File: src/rtl/riscv_mem_pkg.sv
`default_nettype none
// ============================================================================
// Module : riscv_mem_pkg
// Brief  : Shared owner encoding and constants for the memory port arbiter.
// Rev    : 1.0
// ============================================================================
package riscv_mem_pkg;

  typedef enum logic [1:0] {
    OWN_NONE = 2'd0,
    OWN_IF   = 2'd1,
    OWN_D    = 2'd2
  } owner_e;

  localparam int unsigned c_def_max_wait = 4;
  // Byte address -> word address: low two bits are dropped.
  localparam int unsigned c_word_lsb     = 2;
  // Wide enough for the largest legal MAX_WAIT (15).
  localparam int unsigned c_wait_w       = 4;

endpackage
`default_nettype wire

File: src/rtl/mem_arb_starve_ctr.sv
`default_nettype none
// ============================================================================
// Module : mem_arb_starve_ctr
// Brief  : Saturating count of consecutive refused fetch cycles.
// Rev    : 1.0
// ============================================================================
module mem_arb_starve_ctr
  import riscv_mem_pkg::*;
#(
  parameter int unsigned MAX_WAIT = c_def_max_wait
) (
  input  logic clk,
  input  logic rst,
  input  logic inc,
  input  logic clr,
  output logic at_max
);

  localparam logic [c_wait_w-1:0] c_max = c_wait_w'(MAX_WAIT);

  logic [c_wait_w-1:0] r_cnt;

  always_ff @(posedge clk) begin
    if (rst || clr) begin
      r_cnt <= '0;
    end else if (inc && (r_cnt != c_max)) begin
      r_cnt <= r_cnt + 1'b1;
    end
  end

  assign at_max = (r_cnt == c_max);

endmodule
`default_nettype wire

File: src/rtl/mem_port_arbiter.sv
`default_nettype none
// ============================================================================
// Module : mem_port_arbiter
// Brief  : Shares one synchronous-read memory port between fetch and data.
// Rev    : 1.0
// ============================================================================
module mem_port_arbiter
  import riscv_mem_pkg::*;
#(
  parameter int unsigned ADDR_W   = 14,
  parameter int unsigned MAX_WAIT = c_def_max_wait
) (
  input  logic              clk,
  input  logic              rst,
  input  logic              if_req,
  input  logic [31:0]       if_addr,
  output logic              if_gnt,
  output logic              if_rvalid,
  output logic [31:0]       if_rdata,
  input  logic              d_req,
  input  logic [3:0]        d_we,
  input  logic [31:0]       d_addr,
  input  logic [31:0]       d_wdata,
  output logic              d_gnt,
  output logic              d_rvalid,
  output logic [31:0]       d_rdata,
  output logic              mem_en,
  output logic [3:0]        mem_we,
  output logic [ADDR_W-1:0] mem_addr,
  output logic [31:0]       mem_din,
  input  logic [31:0]       mem_dout,
  output logic              stall
);

  logic   w_at_max;
  logic   w_if_gnt;
  logic   w_d_gnt;
  owner_e r_owner;
  owner_e w_owner_nxt;
  logic   w_unused;

  // Data wins unless fetch has been refused MAX_WAIT cycles in a row.
  assign w_if_gnt = !rst && if_req && (!d_req || w_at_max);
  assign w_d_gnt  = !rst && d_req && !w_if_gnt;

  mem_arb_starve_ctr #(
    .MAX_WAIT (MAX_WAIT)
  ) u_starve_ctr (
    .clk    (clk),
    .rst    (rst),
    .inc    (if_req && !w_if_gnt),
    .clr    (w_if_gnt || !if_req),
    .at_max (w_at_max)
  );

  always_comb begin
    mem_en   = 1'b0;
    mem_we   = 4'b0;
    mem_addr = '0;
    mem_din  = 32'b0;
    if (w_if_gnt) begin
      mem_en   = 1'b1;
      mem_addr = if_addr[c_word_lsb +: ADDR_W];
    end else if (w_d_gnt) begin
      mem_en   = 1'b1;
      mem_we   = d_we;
      mem_addr = d_addr[c_word_lsb +: ADDR_W];
      mem_din  = d_wdata;
    end
  end

  always_comb begin
    w_owner_nxt = OWN_NONE;
    if (w_if_gnt) begin
      w_owner_nxt = OWN_IF;
    end else if (w_d_gnt && (d_we == 4'b0)) begin
      w_owner_nxt = OWN_D;
    end
  end

  always_ff @(posedge clk) begin
    if (rst) begin
      r_owner <= OWN_NONE;
    end else begin
      r_owner <= w_owner_nxt;
    end
  end

  // Gating with rst drops a read response whose grant preceded reset.
  assign if_rvalid = !rst && (r_owner == OWN_IF);
  assign d_rvalid  = !rst && (r_owner == OWN_D);
  assign if_rdata  = mem_dout;
  assign d_rdata   = mem_dout;

  assign if_gnt = w_if_gnt;
  assign d_gnt  = w_d_gnt;
  assign stall  = !rst && ((if_req && !w_if_gnt) || (d_req && !w_d_gnt));

  assign w_unused = ^{if_addr[c_word_lsb-1:0], if_addr[31:ADDR_W+c_word_lsb],
                      d_addr[c_word_lsb-1:0], d_addr[31:ADDR_W+c_word_lsb]};

endmodule
`default_nettype wire

File: config.mk
export PLATFORM = sky130hd
export DESIGN_NAME = mem_port_arbiter
export DESIGN_NICKNAME = d
export VERILOG_FILES = /design/src/rtl/riscv_mem_pkg.sv /design/src/rtl/mem_arb_starve_ctr.sv /design/src/rtl/mem_port_arbiter.sv
export SDC_FILE = /design/constraint.sdc
export NUM_CORES = 1
export LEC_CHECK = 0
export CAP_MARGIN = 25
export CORE_AREA = 2 2 100 102
export CTS_CLUSTER_DIAMETER = 100
export DETAILED_ROUTE_END_ITERATION = 8
export DIE_AREA = 0 0 102 104
export DONT_BUFFER_PORTS = 1
export GPL_TIMING_DRIVEN = 0
export PLACE_DENSITY = 0.3
export SLEW_MARGIN = 20
export SYNTH_ARGS = -nofsm -noshare
export SYNTH_HDL_FRONTEND = slang
export SYNTH_SLANG_ARGS = --single-unit
export TNS_END_PERCENT = 30
File: constraint.sdc
create_clock -name clk -period 3.56 [get_ports clk]
set_input_delay 0.534 -clock clk [delete_from_list [all_inputs] [get_ports clk]]
set_output_delay 0.534 -clock clk [all_outputs]
set_load 0.005 [all_outputs]
# After elaboration in Yosys (flattened, before gate mapping)
# Cells that the tools add are included.
[word_totals]
reg_bits = 6
inputBits = 136
word_cells = 40
output_inout_bits = 120
[classes]
n_reduce_logical = 22
n_eq_ne = 4
mux = 10
n_addsub = 1
[ops]
columns = ["cell", "count"]
rows = [
  ["two-way mux 32 bit", 2],
  ["two-way mux 14 bit", 2],
  ["logical AND 1 bit", 11],
  ["two-way mux 4 bit", 2],
  ["zero test 1 bit", 5],
  ["adder 4 x 1 -> 4 bit, second input constant", 1],
  ["== test 4 x 3 -> 1 bit, second input constant", 1],
  ["zero test 4 bit", 1],
  ["logical OR 1 bit", 4],
  ["inequality test 4 x 3 -> 1 bit, second input constant", 1],
  ["two-way mux 1 bit", 3],
  ["== test 2 x 1 -> 1 bit, second input constant", 1],
  ["== test 2 bit, second input constant", 1],
  ["two-way mux 2 bit", 1],
  ["OR reduction 2 bit", 1],
]

# Logic depth before layout (Yosys ltp)
# Gate-level depths: netlist of run 1.
[depth]
depth_word = 9
ltp_mapped = 6
mapped_depth_nobuf = 5

# Hierarchy
# A second synthesis of run 1 with hierarchy kept.
[unflattened]
cells_unflattened = 162
area_unflattened_um2 = 1276.2
[by_module_without_submodules]
columns = ["mod", "area_each_um2", "seq_area_each_um2", "cells_each", "instances"]
rows = [
  ["mem_port_arbiter", 1047.3, 40.0, 137, 1],
  ["mem_arb_starve_ctr", 229.0, 80.1, 25, 1],
]

# Worst setup path after synthesis of run 1
# No wires, ideal clock.
[synth_timing]
kind = "flip-flop to output port"
startpoint = "register u_starve_ctr.r_cnt[0]"
endpoint = "output mem_addr[10]"
path_buffers = 1
path_slack_ns = 1.495
t_arrival_ns = 1.531
required_ns = 3.026
stages_incl_launch_ff = 7
cell_sequence = "dfxtp_1 -> inv_1 -> ha_1 -> nor2b_1 -> a311oi_4 -> buf_6 -> a22o_1"
[synth_between]
elab_chain_len = 7
[synth_rtl]
columns = ["item", "line", "rtl"]
rows = [
  ["start, declared", "mem_arb_starve_ctr.sv:21", "logic [c_wait_w-1:0] r_cnt;"],
  ["start signal, assigned", "mem_arb_starve_ctr.sv:27", "r_cnt <= r_cnt + 1'b1;"],
  ["== test 4 x 3 -> 1 bit (*)", "mem_arb_starve_ctr.sv:31", "assign at_max = (r_cnt == c_max);"],
  ["logical OR 1 bit (*)", "mem_port_arbiter.sv:43", "assign w_if_gnt = !rst && if_req && (!d_req || w_at_max);"],
  ["logical AND 1 bit (*)", "mem_port_arbiter.sv:43", ""],
  ["zero test 1 bit", "mem_port_arbiter.sv:44", "assign w_d_gnt = !rst && d_req && !w_if_gnt;"],
  ["logical AND 1 bit", "mem_port_arbiter.sv:44", ""],
  ["two-way mux 14 bit", "mem_port_arbiter.sv:64", "end else if (w_d_gnt) begin"],
  ["two-way mux 14 bit (*)", "mem_port_arbiter.sv:61", "if (w_if_gnt) begin"],
  ["end, declared", "mem_port_arbiter.sv:29", "output logic [ADDR_W-1:0] mem_addr,"],
]
# Mark *: on every way between the ends. The rest lies on a longest branch, timed or not.

# Final worst setup path of run 1
[layout_timing]
startpoint = "register u_starve_ctr.r_cnt[0]"
endpoint = "output mem_addr[7]"
# The elaborated chain is that of the path after synthesis.

==> run_results.csv, run 1 <==
group,metric,value,unit
status,status,"complete, no violations",
timing,maxSlewHeadroom,56.3,%
die,num_rows,36,
placed_design,post-dp-hpwl,3200,um
worst_setup_path,startpoint_type,"flip-flop",
clock_tree,htree_levels,1,
layout,syn_to_final_growth,17.3,%
layout,layout_common_cells,"64 x buf_4, 37 x and2_1, 14 x a22o_1",
placed_design,port_buffers,0,
timing,hold_viol_final,0,
synthesis,yosysWarnings,0,
power_and_ir_drop,peakVddDrop,0.0000643,V
global_route,grt_usage,5.60,%
worst_setup_path,crit_path_start,"u_starve_ctr.r_cnt[0]$_SDFFE_PP0P_",
timing,min_period,2.60,ns
die,die_h,104,um
clock_tree,postCtsResizedCells,0,
worst_setup_path,r2r-end,"r_owner[1]$_SDFF_PP0_",
global_route,grt-ovfl-total,0,
timing,slew_viol_final,0,
worst_setup_path,critPathRequiredTime,3.03,ns
synthesis,synth-seq-cells,6,
layout,drive_gt1_share,48.7,%
clock_tree,cts_tree,"yes",
synthesis,syn_avg_cell_area,7.86,um2
timing,fmax,384,MHz
hold_path,min_path_cells,1,
route,wirelength,3630,um
route,vias_per_cell,3.44,
route,postRouteAntennaNets,0,
synthesis,synthFlopType,"dfxtp_1",
layout,num-fill-cells,1076,
global_route,grt_pass1_vias,830,
route,drt-pass1-iter-count,2,
timing,rsz0062_at_grt,"no",
hold_path,min_to,"r_owner[0]$_SDFF_PP0_",
clock_tree,clock_latency,0.23,ns
worst_setup_path,slowest_stage,"a311oi_4",
layout,nets,296,
worst_setup_path,cp_max_fo,10,
synthesis,ys_seq_area_share,9.99,%
synthesis,syn_area,1200,um2
timing,skew,0.00601,ns
layout,layout_commonest_cell,"buf_4",
die,coreArea,9550,um2
worst_setup_path,rr_worst_depth,6,
timing,worst_pin_slew,0.655,ns
hold_path,min_from,"d_req",
timing,setup-tns-final,0,ns
clock_tree,clk_pin_slew,0.04,ns
route,drt_iter0_drc,9,
power_and_ir_drop,p_leak,0.000643,uW
clock_tree,cts_sinks,6,
global_route,grt_pass1_wl,4470,um
power_and_ir_drop,power.density,205,nW/um2
worst_setup_path,end_kind,"output pin",
worst_setup_path,cp_cell_sequence,"inv_1 > ha_1 > nor2b_1 > a311oi_4 > buf_6 > a22o_1",
timing,fin_crit_sh,73.1,%
synthesis,syn_inst,153,
route,wl_per_cell,12.6,um
run,maxCapViolCount,0,
worst_setup_path,r2r_slack,1.73,ns
global_route,grt_max_degree,11,
timing,finalSetupViolCount,0,
power_and_ir_drop,power,288,uW
die,ios,256,
synthesis,synth-edff-count,0,
clock_tree,cts_hold_buffers,0,
global_route,antenna_found_initial,0,
synthesis,yosysUniqueCellTypes,24,
worst_setup_path,max_stage_delay,0.64,ns
die,die_area,10600,um2
placed_design,gp_congestion,0.600,
worst_setup_path,rr_startpoint,"u_starve_ctr.r_cnt[0]$_SDFFE_PP0P_",
hold_path,hold_class,"input pin to flip-flop",
die,start_util,12.6,%
clock_tree,numCtsBuffers,3,
synthesis,yosysTopAreaCellShare,40.0,%
clock_tree,cts.path.max_buffers,2,
die,die_x,102,um
worst_setup_path,arrival,2.07,ns
synthesis,syn_nets,291,
clock_tree,root_buffer,"clkbuf_8",
worst_setup_path,critPathKind,"flip-flop to output pin",
synthesis,synth_top_cell_by_area,"buf_4",
layout,multi_input_area,529,um2
route,routed-via-count,994,
synthesis,synthArstFlopShare,0,%
synthesis,synth.area.top_cells,"buf_4 40%, and2_1 19%, a22o_1 10%",
layout,antenna_cells,0,
route,drc,0,
layout,seq_area,120,um2
clock_tree,post_cts_buffers,0,
## worst max path at each step
stage / end / cells after the start
floorplan: mem_addr[10] / 6
global placement: mem_addr[7] / 6
detailed placement: mem_addr[7] / 6
CTS: mem_addr[7] / 6
global route: mem_addr[7] / 6
finish: mem_addr[7] / 6
## layout make-up
class / count / area share, %
tap: 133 / 11.8
sequential: 6 / 8.52
multi-input combinational: 74 / 37.5
buffer: 70 / 38.4
inverter: 3 / 0.799
clock buffer: 3 / 2.93
## kinds of logic after synthesis
logic type	after synthesis	synth area share, %
fa+ha+maj	2	2.08
buf+inv	73	46.0
xor+xnor	1	0.729
simple gates	53	27.1
flops	6	9.99
compound gates	18	14.2
## critical path: cells and delay by family (launching register included)
kind                       cells  cell delay (ns)
DFF                            1             0.36
buffers and inverters          2             0.29
and+or+nand+nor                1             0.16
adders and majority gates      1             0.20
AOI/OAI and AO/OA              2             0.82
## Yosys cell counts, types with 2 or more instances
| cell | n |
|---|---|
| nor3b_1 | 3 |
| buf_6 | 5 |
| and2_1 | 37 |
| dfxtp_1 | 6 |
| nor2_1 | 4 |
| inv_1 | 2 |
| ha_1 | 2 |
| buf_4 | 64 |
| nor2b_1 | 2 |
| a22o_1 | 14 |
## state kept, by name, indices dropped and copies added, names as in the netlist
signal and cells:
r_owner 2, u_starve_ctr.r_cnt 4
## power breakdown
group | switching (uW) | internal, uW | leakage (uW) | total (uW)
Clock | 31.6 | 72.9 | 0.0000216 | 105
Sequential | 0.849 | 68.8 | 0.0000487 | 69.6
Combinational | 45.8 | 68.5 | 0.000572 | 114
Total | 78.3 | 210 | 0.000643 | 288
## stage by stage
step / hold slack (ns) / setup slack [ns] / utilization (%) / std cells / instance area [um2]
final: 0.398 / 0.958 / 14.8 / 289 / 1410
after global routing: 0.399 / 0.815 / 14.8 / 289 / 1410
after CTS: 0.396 / 0.874 / 14.8 / 289 / 1410
after detailed placement: 0.454 / 1.13 / 14.3 / 286 / 1370
after global placement: 0.453 / 1.10 / 14.3 / 286 / 1370
after floorplan: 0.430 / 1.50 / - / 153 / 1200
## routing by layer
| metal | part of all wire (%) | global-route usage (%) | vias up |
|---|---|---|---|
| li1 | - | - | 437 |
| met1 | 32 | 4.83 | 437 |
| met2 | 56 | 11.9 | 116 |
| met3 | 11 | 0.941 | 4 |
| met4 | 1.2 | 2.29 | 0 |
| met5 | 0 | 0 | - |
No activity file was read; power rests on OpenSTA's default activity.
==> run 2, diff against run 1 <==
clock period = 2.4 ns   (was 3.56 ns; I/O delays follow)
==> run_results.csv, run 2 (same netlist as run 1, synthesis figures left out) <==
group,metric,value,unit
status,status,"complete, no violations",
placed_design,place_ws,0.142,ns
die,ios,256,
worst_setup_path,r2r-end,"r_owner[1]$_SDFF_PP0_",
timing,finalWorstSetupSlack,0.217,ns
timing,hold_viol_final,0,
clock_tree,clock_latency,0.23,ns
layout,layout_common_cells,"64 x buf_4, 37 x and2_1, 14 x a22o_1",
hold_path,min_from,"d_req",
placed_design,post-dp-hpwl,3200,um
die,num_rows,36,
global_route,antenna_found_initial,0,
timing,maxSlewHeadroom,79.1,%
die,start_util,12.6,%
worst_setup_path,critPathKind,"flip-flop to output pin",
clock_tree,cts_tree,"yes",
route,wl_per_cell,12.6,um
worst_setup_path,rr_startpoint,"u_starve_ctr.r_cnt[0]$_SDFFE_PP0P_",
timing,fmax,458,MHz
layout,largest_reg_flops,4,
layout,regMostFlops,"u_starve_ctr.r_cnt",
die,die_x,102,um
clock_tree,numCtsBuffers,3,
timing,fin_crit_sh,91.0,%
layout,layout_commonest_cell,"buf_4",
layout,largest_registers,"u_starve_ctr.r_cnt (4), r_owner (2)",
power_and_ir_drop,power.density,301,nW/um2
die,die_area,10600,um2
layout,antenna_cells,0,
worst_setup_path,arrival,1.82,ns
hold_path,min_to,"r_owner[0]$_SDFF_PP0_",
worst_setup_path,rr_worst_depth,7,
placed_design,gp_congestion,0.600,
route,wirelength,3650,um
global_route,grt_usage,5.64,%
hold_path,hold_class,"input pin to flip-flop",
run,maxCapViolCount,0,
clock_tree,root_buffer,"clkbuf_8",
timing,min_period,2.18,ns
timing,whs,0.224,ns
global_route,grt_max_degree,11,
worst_setup_path,critPathRequiredTime,2.04,ns
power_and_ir_drop,peakVddDrop,0.0000954,V
clock_tree,clk_pin_slew,0.04,ns
layout,syn_to_final_growth,19.6,%
worst_setup_path,r2r_slack,0.83,ns
power_and_ir_drop,p_leak,0.000652,uW
clock_tree,htree_levels,1,
route,drc,0,
timing,worst_pin_slew,0.311,ns
hold_path,min_path_cells,1,
clock_tree,cts.path.max_buffers,2,
route,routed-via-count,1002,
global_route,grt-ovfl-total,0,
worst_setup_path,startpoint_type,"flip-flop",
clock_tree,cts_sinks,6,
placed_design,port_buffers,0,
route,drt_iter0_drc,9,
global_route,grt_pass1_wl,4520,um
timing,rsz0062_at_grt,"no",
layout,nets,297,
worst_setup_path,cp_max_fo,10,
route,postRouteAntennaNets,0,
layout,drive_gt1_share,49.0,%
power_and_ir_drop,power,432,uW
global_route,grt_pass1_vias,840,
timing,skew,0.00613,ns
route,drt-pass1-iter-count,2,
worst_setup_path,end_kind,"output pin",
timing,finalSetupViolCount,0,
die,die_h,104,um
route,vias_per_cell,3.46,
timing,slew_viol_final,0,
timing,setup-tns-final,0,ns
die,coreArea,9550,um2
## run 2: cell types whose count changed in the layout (fill, tap and decap cells not counted)
cell / delta
a21oi_4: +1
buf_12: +1
a21oi_2: -1
## run 2: final cells by class
| cell class | instances | area [um2] |
|---|---|---|
| inverter | 3 | 11.3 |
| tap | 133 | 166 |
| sequential | 6 | 120 |
| timing repair buffer | 1 | 20.0 |
| fill | 1071 | 8110 |
| clock buffer | 3 | 41.3 |
| multi-input combinational | 74 | 537 |
| buffer | 70 | 542 |
## run 2: stage by stage
step | instance area (um2) | utilization, % | std cells
after floorplan | 1200 | - | 153
final | 1440 | 15.1 | 290
after detailed placement | 1370 | 14.3 | 286
after global placement | 1370 | 14.3 | 286
after CTS | 1430 | 15.0 | 290
after global routing | 1440 | 15.1 | 290
## run 2: repair_timing
| item | 4_1_cts | 5_1_grt |
|---|---|---|
| pin swaps | 1 | 0 |
| hold buffers | 0 | 0 |
| resized for setup | 0 | 1 |
| buffers inserted | 1 | 0 |
| setup endpoints to repair | 48 | 3 |
## run 2: critical path, cell delays in order (launching register included)
cell and delay, ns:
dfxtp_1 0.33, inv_1 0.06, ha_1 0.15, nand3b_1 0.20
a21oi_4 0.33, buf_2 0.31, a22o_1 0.23
## run 2: worst max-delay path by stage
stage / startpoint / endpoint / slack [ns] / depth (start not counted)
floorplan: u_starve_ctr.r_cnt[0]$_SDFFE_PP0P_ / mem_addr[10] / 0.51 / 6
global placement: u_starve_ctr.r_cnt[0]$_SDFFE_PP0P_ / mem_addr[7] / 0.12 / 6
detailed placement: u_starve_ctr.r_cnt[0]$_SDFFE_PP0P_ / mem_addr[7] / 0.14 / 6
CTS: u_starve_ctr.r_cnt[0]$_SDFFE_PP0P_ / mem_addr[7] / 0.09 / 6
global route: u_starve_ctr.r_cnt[0]$_SDFFE_PP0P_ / mem_addr[7] / 0.05 / 6
finish: u_starve_ctr.r_cnt[0]$_SDFFE_PP0P_ / mem_addr[7] / 0.22 / 6
## run 2: power breakdown
part,internal (uW),switching (uW)
Combinational,105,68.8
Clock,108,47.0
Sequential,102,1.25
## run 2: per-layer routing
metal | wire length, um | global-route usage (%) | share of wire (%) | vias to the layer above
met5 | 0 | 0 | 0 | -
met4 | 43 | 2.29 | 1.2 | 0
met3 | 408 | 0.941 | 11 | 4
met2 | 2040 | 11.9 | 56 | 116
met1 | 1160 | 4.91 | 32 | 444
li1 | - | - | - | 438
